### config.mk
export PLATFORM = sky130hd
export DESIGN_NAME = ssm_mod_mult
export DESIGN_NICKNAME = d
export VERILOG_FILES = /design/src/rtl/ssm_mod_mult.sv
export SDC_FILE = /design/constraint.sdc
export NUM_CORES = 2
export LEC_CHECK = 0
export CAP_MARGIN = 20
export CORE_ASPECT_RATIO = 0.7
export CORE_MARGIN = 2
export CORE_UTILIZATION = 55
export DETAILED_ROUTE_END_ITERATION = 6
export PLACE_DENSITY_LB_ADDON = 0.05
export SETUP_SLACK_MARGIN = 0.2
export SLEW_MARGIN = 20
export SYNTH_ARGS = -nofsm -noshare
export SYNTH_HDL_FRONTEND = slang
export SYNTH_SLANG_ARGS = --single-unit
export TNS_END_PERCENT = 100
### constraint.sdc
create_clock -name clk -period 17.08 [get_ports clk]
set_input_delay 3.416 -clock clk [delete_from_list [all_inputs] [get_ports clk]]
set_output_delay 3.416 -clock clk [all_outputs]
set_load 0.005 [all_outputs]
### src/rtl/ssm_mod_mult.sv
// Interleaved shift-and-subtract modular multiplier, p = (x*y) mod m.
// Scans x MSB-first, one bit per clock, with a start/ready handshake.
module ssm_mod_mult #(
    parameter int N = 128
) (
    input  logic         clk,
    input  logic         rst_n,
    input  logic         start,
    input  logic [N-1:0] x,
    input  logic [N-1:0] y,
    input  logic [N-1:0] m,
    output logic         ready,
    output logic [N-1:0] p
);

    localparam int CW = (N > 2) ? $clog2(N) : 1;

    typedef enum logic [1:0] {
        IDLE = 2'd0,
        RUN  = 2'd1,
        DONE = 2'd2
    } state_t;

    state_t        state;
    logic [N-1:0]  xr;
    logic [N-1:0]  yr;
    logic [N-1:0]  mr;
    logic [N-1:0]  acc;
    logic [CW-1:0] cnt;

    logic [N+1:0]  t0;
    logic [N+1:0]  t1;
    logic [N+1:0]  m2;
    logic [N-1:0]  acc_nxt;

    // Two subtracts suffice: 2*acc + y < 3m whenever acc, y < m.
    always_comb begin
        m2      = {2'b00, mr};
        t0      = {1'b0, acc, 1'b0} + (xr[cnt] ? {2'b00, yr} : '0);
        t1      = (t0 >= m2) ? (t0 - m2) : t0;
        acc_nxt = N'((t1 >= m2) ? (t1 - m2) : t1);
    end

    always_ff @(posedge clk or negedge rst_n) begin
        if (!rst_n) begin
            state <= IDLE;
            xr    <= '0;
            yr    <= '0;
            mr    <= '0;
            acc   <= '0;
            cnt   <= '0;
            ready <= 1'b0;
            p     <= '0;
        end else begin
            unique case (state)
                IDLE, DONE: begin
                    if (start) begin
                        xr    <= x;
                        yr    <= y;
                        mr    <= m;
                        acc   <= '0;
                        cnt   <= CW'(N - 1);
                        ready <= 1'b0;
                        state <= RUN;
                    end
                end
                RUN: begin
                    acc <= acc_nxt;
                    if (cnt == '0) begin
                        p     <= acc_nxt;
                        ready <= 1'b1;
                        state <= DONE;
                    end else begin
                        cnt <= cnt - 1'b1;
                    end
                end
                default: state <= IDLE;
            endcase
        end
    end

endmodule

# ---- Word-level counts from Yosys, hierarchy flattened
# Index checks and enable logic that the tools add are counted.
dict set report totals {
  out_inout_bits 129
  mem_count 0
  ram_bits 0
  inputBits 387
  word_cells 46
  register_bits 650
  mem_bits_ro 0
  latchBits 0
}
dict set report op_classes {
  muxes 16
  n_shift 0
  magnitude_cmp 3
  bitwise 0
  add_sub_neg 4
  n_eq_ne 5
  reduce_logical 10
  n_div 0
  multipliers 0
}
# op count
set ops {}
lappend ops {{128-bit 2-to-1 mux} 3}
lappend ops {{130-bit by 128-bit >= comparator with 1-bit output} 2}
lappend ops {{128-bit case mux with 2 select lines} 1}
lappend ops {{129-bit by 128-bit adder with 130-bit output} 1}
lappend ops {{130-bit 2-to-1 mux} 1}
lappend ops {{130-bit by 128-bit subtractor with 130-bit output} 1}
lappend ops {{128-bit subtractor} 1}
lappend ops {{7-bit 2-to-1 mux} 2}
lappend ops {{7-bit case mux with 2 select lines} 1}
lappend ops {{7-bit by 8-bit < comparator with 1-bit output, second input constant} 1}
lappend ops {{2-bit AND reduction} 4}
lappend ops {{1-bit binary-select mux with 7-bit select} 1}
lappend ops {{7-bit zero test} 1}
lappend ops {{7-bit by 1-bit subtractor with 7-bit output, second input constant} 1}
lappend ops {{2-bit inequality test, second input constant} 3}
lappend ops {{3-bit AND reduction} 2}
lappend ops {{2-bit 2-to-1 mux} 2}
lappend ops {{2-bit case mux with 2 select lines} 1}
lappend ops {{1-bit 2-to-1 mux} 3}
lappend ops {{2-bit by 1-bit equality test with 1-bit output, second input constant} 1}
lappend ops {{2-bit equality test, second input constant} 1}
lappend ops {{2-bit zero test} 1}
lappend ops {{1-bit case mux with 2 select lines} 1}
lappend ops {{2-bit nonzero test} 1}
lappend ops {{2-bit OR reduction} 1}

# ---- Longest topological paths before layout
dict set report logic_depth {
  word_depth 9
  ltp_mapped 57
  ltp_nobuf 48
}

# ---- Worst setup path after synthesis
# Ideal clock, no wire load.
dict set report synth_path {
  path_kind {reg-to-reg}
  start {reg cnt[0]}
  end {reg p[102]}
  slack_ps 4371
  setup_ps 125
  required_ps 16955
  path_buffers 6
  synth_period_minus_slack_ps 12709
  arrival_ps 12585
  path_stages_with_launch 49
  path_cell_list {dfrtp_1 clkbuf_1 clkbuf_1 mux4_2 mux4_2 mux4_2 mux2i_1 clkbuf_1 clkbuf_1 nor2b_1 ha_1 nand4_1 or3_1 o41a_1 o41a_1 o31ai_1 a21boi_0 o21ai_0 [13 not listed] mux2_2 ha_1 fa_1 nor2b_1 o31a_1 nor3_1 o31ai_1 a21oi_1 o41a_1 o211ai_1 a32oi_1 and2_1 o31a_1 o221ai_2 a211oi_4 buf_4 mux2_1 mux2_2}
}
dict set report synth_via {
  elab_chain_cells 8
  elab_cells_between_ends 12
  classes_between {add/sub (3); order compare (2); mux (5); reduce/logical (2)}
}
# item line_no
set synth_rtl {}
lappend synth_rtl {{start, declared} 29} ;# logic [CW-1:0] cnt;
lappend synth_rtl {{start signal, assigned} 62} ;# cnt <= CW'(N - 1);
lappend synth_rtl {{start signal, assigned} 74} ;# cnt <= cnt - 1'b1;
lappend synth_rtl {{1-bit binary-select mux with 7-bit select} 39} ;# t0 = {1'b0, acc, 1'b0} + (xr[cnt] ? {2'b00, yr} : '0);
lappend synth_rtl {{1-bit 2-to-1 mux (implied by the code)} 39}
lappend synth_rtl {{128-bit 2-to-1 mux} 39}
lappend synth_rtl {{129-bit by 128-bit adder with 130-bit output} 39}
lappend synth_rtl {{130-bit by 128-bit subtractor with 130-bit output or 130-bit by 128-bit >= comparator with 1-bit output (tied branches)} 40} ;# t1 = (t0 >= m2) ? (t0 - m2) : t0;
lappend synth_rtl {{130-bit 2-to-1 mux} 40}
lappend synth_rtl {{128-bit subtractor or 130-bit by 128-bit >= comparator with 1-bit output (tied branches)} 41} ;# acc_nxt = N'((t1 >= m2) ? (t1 - m2) : t1);
lappend synth_rtl {{128-bit 2-to-1 mux} 41}
lappend synth_rtl {{end signal, assigned} 70} ;# p <= acc_nxt;
lappend synth_rtl {{end, declared} 13} ;# output logic [N-1:0] p
# Parallel ways exist; a longest one is shown, timed or not. The select of a mux whose other input is x is not followed.
# A chain may end at the register's enable or synchronous reset.

# ---- Worst setup path in the final report
dict set report layout_path {
  start {reg cnt[0]}
  end {reg p[58]}
}
# Same word-level chain as after synthesis.

==> impl_metrics.py <==
metrics = {
    "setup_path": {
        "critPathBufInv": 3,
        "critPathLaunchType": "flip-flop",
        "critical_path.top_delay_family": "compound AO/OA/AOI/OAI gates",
        "slowest_stage": "nor4_1",
        "critical_path.max_stage_delay_ns": 0.89,
        "critical_path_class": "reg -> reg",
        "crit_path_max_fanout": 68,
        "critPathCaptureType": "flip-flop",
        "critPathArrivalTime_ns": 16.90,
        "cp.required_ns": 17.63,
    },
    "logic_synthesis": {
        "syn_area_mm2": 0.0535,
        "yosys_warnings": 0,
        "syn_avg_cell_area_um2": 7.87,
        "async_flop_share_pct": 100,
        "syn_inst": 6801,
        "synth_cell_types": 94,
        "synth_ff_type": "dfrtp_1",
        "yosysSeqAreaShare_pct": 30.4,
        "synth-edff-count": 0,
        "synth_nets": 7576,
        "ys_ff_latch": 650,
    },
    "clocking": {
        "cts_made_buffers": 66,
        "clk_latency_ns": 0.71,
        "cts_buffer_depth": 3,
        "clkTransAtPathRegs_ns": 0.06,
        "tritoncts": "done",
        "post_cts_resized": 0,
        "post_cts_buffers": 0,
        "htreeDepth": 3,
        "ctsHoldBuffers": 0,
        "cts.sinks": 650,
        "cts-root-buf": "clkbuf_16",
    },
    "placement": {
        "place.gp.congestion": 1.10,
        "io_buffer_count": 515,
        "pre_cts_ws_ns": 1.25,
        "dp_hpwl_um": 170000,
        "placed_area_mm2": 0.0594,
    },
    "routing": {
        "routedWlPerCell_um": 25.3,
        "drt_first_iter_violations": 7349,
        "first_pass_iters": 7,
        "wirelength_um": 212000,
        "drtAntennaViolNets": 0,
        "vias_per_cell": 6.48,
        "drc": 2,
        "vias": 54400,
    },
    "run_status": {
        "violations": "DRC",
        "status": "complete, but fails checks",
    },
    "die": {
        "fp.dieW_um": 377,
        "io_pins": 516,
        "core_mm2": 0.0962,
        "die_height_um": 265,
        "die-area_mm2": 0.0998,
        "initial_core_util_pct": 55.6,
        "fp-row-count": 95,
    },
    "flow_run": {
        "cap_viol_max_count": 0,
    },
    "sta": {
        "fin_skew_ns": 0.0485,
        "fin_crit_sh_pct": 95.7,
        "holdWs_ns": 0.465,
        "max_freq_ghz": 0.0612,
        "min_period_ns": 16.35,
        "grt_setup_unrepaired": "false",
        "tightest_slew_ns": 1.16,
        "finalSetupViolCount": 0,
        "timing.final.ws_setup_ns": 0.734,
        "drv_slew": 0,
        "hold_viol": 0,
        "max_slew_margin_pct": 22.2,
        "fin_setup_tns_ns": 0,
    },
    "global_routing": {
        "grt_pass1_wl_um": 314000,
        "first_global_vias": 49900,
        "antenna_found_initial": 16,
        "grt_overflow": 0,
        "grt_max_degree": 217,
        "grt.total_usage_pct": 41.3,
    },
    "final_layout": {
        "nNetsFinal": 7850,
        "drive_gt1_share_pct": 5.52,
        "finalInstanceArea_mm2": 0.0617,
        "layout_common_cells": "nand2_1, dfrtp_1, a21oi_1",
        "area_growth_pct": 15.4,
        "n_fill_cell": 8342,
        "final_common_cell": "nand2_1",
    },
    "min_path": {
        "min_path_type": "reg -> reg",
    },
}
## sequential cells by signal, summed over array words and instances (netlist names)
signal and cells:
cnt 7, yr 128, ready 1, acc 128
xr 128, p 128, state 2, mr 128
## path summary, 6_finish.rpt
path | startpoint | slack (ns) | depth (start not counted) | endpoint
max in group asynchronous | rst_n | 11.25 | 4 | cnt[0]$_DFFE_PN0P_
worst max register to register | cnt[0]$_DFFE_PN0P_ | 0.73 | 45 | p[58]$_DFFE_PN0P_
worst max-delay path | cnt[0]$_DFFE_PN0P_ | 0.73 | 45 | p[58]$_DFFE_PN0P_
worst min-delay path | yr[91]$_DFFE_PN0P_ | 0.46 | 2 | yr[91]$_DFFE_PN0P_
min in group asynchronous | rst_n | 2.77 | 1 | mr[36]$_DFFE_PN0P_
worst min register to register | yr[91]$_DFFE_PN0P_ | 0.46 | 2 | yr[91]$_DFFE_PN0P_
## synth_stat cells, types with 143 or more instances
cell type / number / area share (%)
a21o_1: 206 / 2.9
nor2_1: 393 / 2.8
nand4_1: 157 / 1.8
a21oi_1: 598 / 5.6
dfrtp_1: 650 / 30
ha_1: 385 / 9.0
xor2_1: 143 / 2.3
nor2b_1: 165 / 1.9
clkbuf_1: 328 / 2.3
inv_1: 280 / 2.0
nand2_1: 1448 / 10
o21ai_0: 406 / 3.8
xnor2_1: 225 / 3.7
o21ai_1: 158 / 1.5
## layout make-up
type / instances / area (um^2) / share of cell area (%)
Antenna cell: 4 / 10.0 / 0.0162
Clock buffer: 85 / 1810 / 2.94
Clock inverter: 34 / 479 / 0.776
Inverter: 281 / 1050 / 1.71
Multi-Input combinational cell: 5490 / 34700 / 56.2
Sequential cell: 650 / 16300 / 26.4
Tap cell: 1261 / 1580 / 2.56
Timing Repair Buffer: 586 / 5810 / 9.41
## cell families (layout without fill, tap and decap cells)
kind of cell               count (synthesis)  count (layout)  share of synthesized area (%)
and+or+nand+nor                         2525            2525                           20.7
adders and majority gates                388             388                           9.12
xor gates and xnor gates                 368             368                           6.02
muxes                                    263             263                           6.16
AOI/OAI and AO/OA                       1946            1946                           22.7
DFF                                      650             650                           30.4
buffers and inverters                    661             986                           4.90
other                                      0               4                              0
## stage by stage
stage               instances  util [%]
CTS                      8387      64.2
global placement         8267      61.8
global route             8387      64.2
detailed placement       8268      61.8
floorplan                6801         -
finish                   8391      64.2
## tightest hold or removal path: stages, from the launching register on
cell and delay (ns):
dfrtp_1 0.33, nand2_1 0.05, nand2_1 0.05
## per-layer routing
metal	share of wire [%]	track usage [%]	wire, um
met5	0.084	0.484	179
met4	2.7	10.1	5720
met3	15	14.7	31400
met2	38	53.5	79800
met1	45	63.8	95300
Power is left out: the tool's default activity adds up to more than one toggle a clock period on the data nets, which glitch-free logic cannot reach.
